<file path="src/rtl/magma_seq_pkg.sv">
// magma_seq_pkg: shared constants for the Magma CTR sequencer.
//   State encodings (IDLE/START/WAIT/OUT), default block/key/IV widths and
//   the default watchdog limit used when MAGMA_SEQ_TIMEOUT_EN is defined.
package magma_seq_pkg;
  localparam int BLOCK_W     = 64;
  localparam int KEY_W       = 256;
  localparam int IV_W        = 32;
  localparam int TIMEOUT_CYC = 1024;

  typedef logic [1:0] state_t;
  localparam logic [1:0] ST_IDLE  = 2'd0;
  localparam logic [1:0] ST_START = 2'd1;
  localparam logic [1:0] ST_WAIT  = 2'd2;
  localparam logic [1:0] ST_OUT   = 2'd3;
endpackage

</file>
<file path="src/rtl/magma_seq_watchdog.sv">
// magma_seq_watchdog: cycle counter that flags a core that never answers.
//   clk, reset : clock, synchronous active-high reset
//   run        : high while the sequencer waits on the core
//   clear      : restart the count
//   expired    : high in the TIMEOUT_CYC-th consecutive run cycle
// Only instantiated when MAGMA_SEQ_TIMEOUT_EN is defined.
module magma_seq_watchdog #(
  parameter int TIMEOUT_CYC = magma_seq_pkg::TIMEOUT_CYC
) (
  input  logic clk,
  input  logic reset,
  input  logic run,
  input  logic clear,
  output logic expired
);
  localparam logic [15:0] LIMIT = 16'(TIMEOUT_CYC - 1);

  logic [15:0] cnt;

  always_ff @(posedge clk) begin
    if (reset || clear) cnt <= '0;
    else if (run)       cnt <= cnt + 16'd1;
  end

  // cnt is 0 in the first run cycle, so LIMIT marks the last allowed one
  assign expired = run && (cnt == LIMIT);
endmodule

</file>
<file path="src/rtl/magma_ctr_sequencer.sv">
// magma_ctr_sequencer: counter-mode (gamma) sequencer for one magma core.
//   Accepts input blocks over in_valid/in_ready, presents counter {iv,0..}
//   to the core, pulses core_start once per block, waits for core_done and
//   returns in_data ^ keystream over out_valid/out_ready.
// Ports:
//   clk, reset          : clock, synchronous active-high reset
//   key, iv, iv_load    : new-message load (sampled in IDLE only)
//   in_valid/ready/data : input block handshake
//   out_valid/ready/data: result block handshake
//   core_start, core_data_in, core_key, core_data_out, core_done : core side
//   busy, blk_cnt, err  : status (blk_cnt saturates, err is sticky)
// Optional: define MAGMA_SEQ_TIMEOUT_EN to add the WAIT watchdog and err.
module magma_ctr_sequencer #(
  parameter int BLOCK_W     = magma_seq_pkg::BLOCK_W,
  parameter int KEY_W       = magma_seq_pkg::KEY_W,
  parameter int IV_W        = magma_seq_pkg::IV_W,
  parameter int TIMEOUT_CYC = magma_seq_pkg::TIMEOUT_CYC
) (
  input  logic               clk,
  input  logic               reset,
  input  logic [KEY_W-1:0]   key,
  input  logic [IV_W-1:0]    iv,
  input  logic               iv_load,
  input  logic               in_valid,
  output logic               in_ready,
  input  logic [BLOCK_W-1:0] in_data,
  output logic               out_valid,
  input  logic               out_ready,
  output logic [BLOCK_W-1:0] out_data,
  output logic               core_start,
  output logic [BLOCK_W-1:0] core_data_in,
  output logic [KEY_W-1:0]   core_key,
  input  logic [BLOCK_W-1:0] core_data_out,
  input  logic               core_done,
  output logic               busy,
  output logic [15:0]        blk_cnt,
  output logic               err
);
  import magma_seq_pkg::*;

  state_t             state;
  logic [BLOCK_W-1:0] ctr, din_r, out_r;
  logic [KEY_W-1:0]   key_r;
  logic               wd_expired;

  // iv_load steals the IDLE cycle; reset holds ready low in its own cycle
  assign in_ready     = (state == ST_IDLE) && !reset && !iv_load;
  assign out_valid    = (state == ST_OUT);
  assign core_start   = (state == ST_START);
  assign busy         = (state != ST_IDLE);
  assign out_data     = out_r;
  assign core_data_in = ctr;
  assign core_key     = key_r;

  always_ff @(posedge clk) begin
    if (reset) begin
      state   <= ST_IDLE;
      ctr     <= '0;
      key_r   <= '0;
      din_r   <= '0;
      out_r   <= '0;
      blk_cnt <= '0;
    end else begin
      case (state)
        ST_IDLE: begin
          if (iv_load) begin
            key_r   <= key;
            ctr     <= {iv, {(BLOCK_W-IV_W){1'b0}}};
            blk_cnt <= '0;
          end else if (in_valid) begin
            din_r <= in_data;
            state <= ST_START;
          end
        end
        ST_START: state <= ST_WAIT;
        ST_WAIT: begin
          if (core_done) begin
            out_r <= din_r ^ core_data_out;
            state <= ST_OUT;
          end else if (wd_expired) begin
            // block dropped, counter kept so the message can be retried
            state <= ST_IDLE;
          end
        end
        default: begin
          if (out_ready) begin
            ctr   <= ctr + BLOCK_W'(1);
            if (blk_cnt != 16'hFFFF) blk_cnt <= blk_cnt + 16'd1;
            state <= ST_IDLE;
          end
        end
      endcase
    end
  end

`ifdef MAGMA_SEQ_TIMEOUT_EN
  magma_seq_watchdog #(.TIMEOUT_CYC(TIMEOUT_CYC)) u_wd (
    .clk    (clk),
    .reset  (reset),
    .run    (state == ST_WAIT),
    .clear  (state != ST_WAIT),
    .expired(wd_expired)
  );

  always_ff @(posedge clk) begin
    if (reset)                                             err <= 1'b0;
    else if (state == ST_IDLE && iv_load)                  err <= 1'b0;
    else if (state == ST_WAIT && !core_done && wd_expired) err <= 1'b1;
  end
`else
  logic unused_timeout;
  assign unused_timeout = ^TIMEOUT_CYC[15:0];
  assign wd_expired     = 1'b0;
  assign err            = 1'b0;
`endif
endmodule

</file>
<file path="config.mk">
export PLATFORM = sky130hd
export DESIGN_NAME = magma_ctr_sequencer
export DESIGN_NICKNAME = d
export VERILOG_FILES = /design/src/rtl/magma_seq_pkg.sv /design/src/rtl/magma_seq_watchdog.sv /design/src/rtl/magma_ctr_sequencer.sv
export SDC_FILE = /design/constraint.sdc
export NUM_CORES = 1
export LEC_CHECK = 0
export CORE_AREA = 2 2 321 323
export DETAILED_ROUTE_END_ITERATION = 8
export DIE_AREA = 0 0 323 325
export GPL_TIMING_DRIVEN = 0
export PLACE_DENSITY = 0.47
export SYNTH_ARGS = -nofsm -noshare
export SYNTH_HDL_FRONTEND = slang
export SYNTH_SLANG_ARGS = --single-unit
</file>
<file path="constraint.sdc">
create_clock -name clk -period 3.4 [get_ports clk]
set_input_delay 0.51 -clock clk [delete_from_list [all_inputs] [get_ports clk]]
set_output_delay 0.51 -clock clk [all_outputs]
set_load 0.01 [all_outputs]
</file>
=== Word level (Yosys, flattened, before mapping) ===
Cells that the tools add are included.

* Output and inout port bits: 405
* Logic and storage cells: 47
* Bits of input ports: 422
* Flip-flop bits (word level): 466

* Multiplexer cells: 12
* Bitwise operators: 3
* $add $sub $neg: 2
* Eq/ne operators: 8
* Reductions and logical operators: 16

{| class="wikitable"
|+ Operator list
! operator !! count
|-
| $mux W64 || 2
|-
| $pmux W64 S2 || 1
|-
| $add A64 B1 Y64 const B || 1
|-
| $xor A64 B64 Y64 || 1
|-
| $mux W16 || 3
|-
| $pmux W16 S2 || 1
|-
| $add A16 B1 Y16 const B || 1
|-
| $ne A16 B16 Y1 const B || 1
|-
| $mux W2 || 4
|-
| $ne A2 B2 Y1 const B || 4
|-
| $reduce_and A4 Y1 || 2
|-
| $pmux W2 S3 || 1
|-
| $reduce_and A3 Y1 || 2
|-
| $reduce_bool A2 Y1 || 3
|-
| $eq A2 B2 Y1 const B || 2
|-
| $reduce_and A2 Y1 || 2
|-
| $reduce_bool A4 Y1 || 1
|-
| $eq A2 B1 Y1 const B || 1
|-
| $logic_and A1 B1 Y1 || 2
|-
| $logic_not A1 Y1 || 2
|-
| $logic_not A2 Y1 || 1
|-
| $not A1 Y1 || 2
|-
| $reduce_or A2 Y1 || 1
|}

=== Logic depth before layout (Yosys ltp) ===
* Depth in word-level cells: 4
* Mapped depth: 9
* Mapped depth without buffers: 7

=== Least setup slack after synthesis ===
OpenSTA, ideal clock, no wires.

* Path kind: reg2reg
* Start point: register state[0]
* End point: register ctr[62] (netlist: core_data_in[62])
* Required time: 3,326 ps
* Library setup time: 74 ps
* Clock period less this slack: 2,368 ps
* Path slack: 1,032 ps
* Path buffers: 1
* Stages on the path, launching flop included: 8
* Arrival: 2,294 ps
* Cell sequence: dfxtp_1 -> inv_1 -> ha_1 -> or3b_2 -> clkbuf_1 -> or4_1 -> or3_1 -> a31oi_1

* Longest elaborated chain between the ends: 4
* Elaborated cells on any way between the ends: 9
* Those cells by class: eq/ne: 3; mux: 1; bitwise: 1; reduce/logical: 4

{| class="wikitable"
|+ RTL lines
! item !! RTL line !! source
|-
| start, declared || magma_ctr_sequencer.sv:41 || <nowiki>state_t state;</nowiki>
|-
| start signal, assigned || magma_ctr_sequencer.sv:57 || <nowiki>state <= ST_IDLE;</nowiki>
|-
| start signal, assigned || magma_ctr_sequencer.sv:72 || <nowiki>state <= ST_START;</nowiki>
|-
| start signal, assigned || magma_ctr_sequencer.sv:75 || <nowiki>ST_START: state <= ST_WAIT;</nowiki>
|-
| $eq A2 B1 Y1 or $eq A2 B2 Y1 (tied branches) || magma_ctr_sequencer.sv:64 || <nowiki>case (state)</nowiki>
|-
| $reduce_or A2 Y1 (no line) || -- ||
|-
| $not A1 Y1 (no line) || -- ||
|-
| $reduce_and A3 Y1 (no line) || -- ||
|-
| end signal, assigned || magma_ctr_sequencer.sv:68 || <nowiki>ctr <= {iv, {(BLOCK_W-IV_W){1'b0}}};</nowiki>
|-
| end signal, assigned || magma_ctr_sequencer.sv:87 || <nowiki>ctr <= ctr + BLOCK_W'(1);</nowiki>
|-
| end, declared || magma_ctr_sequencer.sv:42 || <nowiki>logic [BLOCK_W-1:0] ctr, din_r, out_r;</nowiki>
|}

Parallel ways exist; a longest one is shown, timed or not.
A chain may end at the register's enable or synchronous reset.

=== Worst setup path in the final report ===
* Start point: register state[0]
* End point: output port busy

* Longest elaborated chain between the ends: 1

{| class="wikitable"
|+ RTL lines
! item !! RTL line !! source
|-
| $reduce_bool A2 Y1 || magma_ctr_sequencer.sv:50 || <nowiki>assign busy = (state != ST_IDLE);</nowiki>
|-
| end, declared || magma_ctr_sequencer.sv:35 || <nowiki>output logic busy,</nowiki>
|}

No other way between the ends.

==> metrics.txt <==
Hold Crit Class in2reg; Max rail drop VDD ~0.43 mV; NetSw 7.32 mW; Synth cell types 62; CP Data Required Time 2890 ps; slew at the pin with the worst max-slew slack roughly 1300 ps; combinational group share of total power about a third; first-pass GRT wire length roughly 140000 um; site row count 117; CTS Buf Count 59; Clock power frac between 30% and 40%; fin util 30.0%; Setup crit start kind flop; Crit path buffers/inverters 6; Max stage delay cell, worst path clkdlybuf4s50_1; Crit path depth 7; maximum clock path buffer count 3; Worst EP arrival approximately 2800 ps; maxcap violations 0; initial antenna violation count 23; fmax 0.307 GHz; met1 usage about 22%; FF-to-FF setup slack 170 ps; DRC Markers 0; Skew-Pair Late Insertion Delay between 600 and 700 ps; Worst Setup End Kind output pin; drt first pass iters 6; Hold Vio Cnt, Final 0; H-tree Lvls 2; clk slew on worst S/H paths around 60 ps; port bufs between 800 and 900; DP Cell Count roughly 4.5k; nets ~3.6k; vias in the first global route slightly below 20k; Leakage a little over 10 nW; CTS tree built; Chip Width 323 um; period utilization 95.8%; Clock Sinks between 400 and 500; gr usage total a little under a fifth; slowest stage delay, CP between 500 and 600 ps; buffers inserted by post-CTS timing repair 0; final wirelength 101000 um; Cell Int Power around 13 mW; Worst path top cell family by delay buffers and inverters; GRT overflow 0; ratio of cells with drive above 1 in the final layout under 10%; number of synthesized flops with an enable pin 0; Slew Limit Headroom between 15 and 20%; Final ANT Viol Nets 0; share of synthesized registers carrying an async set or reset 0%; Synth Warn # 0; Final setup viols 0; sequential area share after synthesis 50.8%; busiest metal layer after global routing met2; switch share 36.4%; Reg2Reg Depth 9; largest net degree at the start of global routing 16; CP Max Fanout 10; Reg power frac 34.8%; status finished, final reports clean; pins over their slew limit 0; CP Launch Point state[0]; Setup TNS 0 ps; synthesized area 18400 sq um; CP endpoint busy; Clock Skew 14.9 ps; R2R Path End core_data_in[44]; most common flop cell mapped by yosys dfxtp_1; io pins a little over 800; minimum clock period between 3000 and 4000 ps; post-synthesis register bit count ~470; critical path class reg2out; cell mode on critical path clkbuf_8; vias between 15k and 20k; CORE AREA slightly above 100000 sq um; Vias/cell approximately 4.3; Area Overhead vs Synth 65.3%; RSZ-0062 raised after global routing no; RePlAce Congestion between 0.8 and 0.9; wire length per cell roughly 22 um; GR Util met2 a little under a third; count of non-filler cells in the finished layout 4606; root buffer cell clkbuf_16; crit path cell chain inv_1 -> ha_2 -> clkbuf_8 -> inv_1 -> clkbuf_8 -> clkbuf_8 -> clkdlybuf4s50_1; post-synthesis cell count between 2k and 2.5k; R2R Path Start state[0]; met3 Use GR just over 7%; Initial Util between 10% and 20%; detailed placement HPWL between 80000 and 90000 um; Mapped Nets ~2.7k; number of DRC markers in iteration 0 1299; die area between 100000 and 150000 sq um; pwr dens roughly 660 nW/um^2; syn_area_per_cell about 8 sq um; die height between 300 and 400 um
## registers in the layout, summed over array words and instances, names as in the netlist
name	flops
state	2
blk_cnt	16
core_data_in	64
core_key	256
out_data	64
din_r	64
## power by group through the flow
stage | registers (mW) | logic, mW | clock network [mW]
floorplan | 7.27 | 2.60 | 0
global placement | 7.10 | 6.72 | 0
detailed placement | 7.12 | 6.71 | 0
CTS | 7.01 | 6.79 | 6.60
global route | 7.13 | 7.31 | 6.79
finish | 7.02 | 6.72 | 6.40
## per-stage QoR
stage / hold slack, ps / setup slack, ps / power [mW] / area [sq um]
floorplan: 449 / 1030 / 9.87 / 18400
global placement: 442 / -1290 / 13.8 / 28300
detailed placement: 446 / -1220 / 13.8 / 28300
CTS: 341 / 9.22 / 20.4 / 30300
global route: 355 / 5.13 / 21.2 / 30400
finish: 397 / 142 / 20.1 / 30400
## routing by layer
layer | wire length [um] | vias up
met4 | 2530 | 4
met5 | 38 | -
li1 | - | 9581
met2 | 48400 | 802
met1 | 40300 | 9368
met3 | 10300 | 141
## worst min-delay path: cells and delay by family
| kind | cells | cell delay [ps] |
|---|---|---|
| AOI/OAI and AO/OA | 1 | 50 |
| buffers and inverters | 1 | 390 |
| and+or+nand+nor | 1 | 50 |
## logic make-up (layout without fill, tap and decap cells)
| group | Yosys count | count (layout) | share of synthesized area [%] |
|---|---|---|---|
| XOR/XNOR | 99 | 99 | 4.72 |
| AO/OA/AOI/OAI | 510 | 510 | 16.0 |
| AND/OR/NAND/NOR | 1036 | 1036 | 24.1 |
| buffers and inverters | 175 | 1107 | 3.61 |
| other | 1 | 9 | 0.0204 |
| flip-flops | 466 | 466 | 50.8 |
| multiplexers | 4 | 4 | 0.225 |
| adder cells (fa/ha/maj) | 7 | 7 | 0.477 |
## cell usage after synthesis (13+ instances only)
master	number	area, sq um
a211oi_1	66	495
nor2_1	127	477
and3_1	13	81.3
nand2_1	700	2630
o21ai_0	16	80.1
nor3_1	21	105
nand4_1	35	219
nand3_1	43	215
a21oi_1	348	1740
inv_1	15	56.3
dfxtp_1	466	9330
nor4_1	20	125
o211ai_1	15	113
or3_1	19	119
a31oi_1	18	113
xor2_1	20	175
xnor2_1	79	692
clkbuf_1	150	563
## area by class of cell
type / instances / area [sq um]
well taps: 1368 / 1710
repair buffers: 824 / 8250
clock inverters: 14 / 150
inverters: 15 / 56.3
fillers: 11100 / 70900
flip-flops and latches: 466 / 9330
diodes: 8 / 20.0
plain buffers: 160 / 648
multi-input cells: 1657 / 8400
clock buffers: 94 / 1800
## timing repair
action / in CTS / in global routing
gates resized for setup: 18 / 9
hold buffers: 0 / 0
setup endpoints to repair: 302 / 53
## worst min-delay path by stage
stage,start,to,slack [ps],cells past startpoint
2_1_floorplan,din_r[0],din_r[0],450,2
3_3_place_gp,core_key[11],core_key[11],440,2
3_5_place_dp,core_key[49],core_key[49],450,2
4_1_cts,key[109],core_key[109],340,3
5_1_grt,key[135],core_key[135],350,3
6_report,key[80],core_key[80],400,3
## cell usage in the layout (no fill, tap or decap), types with 19 or more instances in the layout
master / Yosys / routed
clkbuf_8: 0 / 20
clkbuf_16: 0 / 60
clkbuf_1: 150 / 155
dfxtp_1: 466 / 466
clkdlybuf4s50_1: 0 / 823
or3_1: 19 / 19
nor4_1: 20 / 19
nand2_1: 700 / 700
xor2_1: 20 / 20
xnor2_1: 79 / 79
a211oi_1: 66 / 66
nor2_1: 127 / 126
a21oi_1: 348 / 348
nand4_1: 35 / 35
nor3_1: 21 / 21
nand3_1: 43 / 43
No activity file was read; power rests on OpenSTA's default activity.
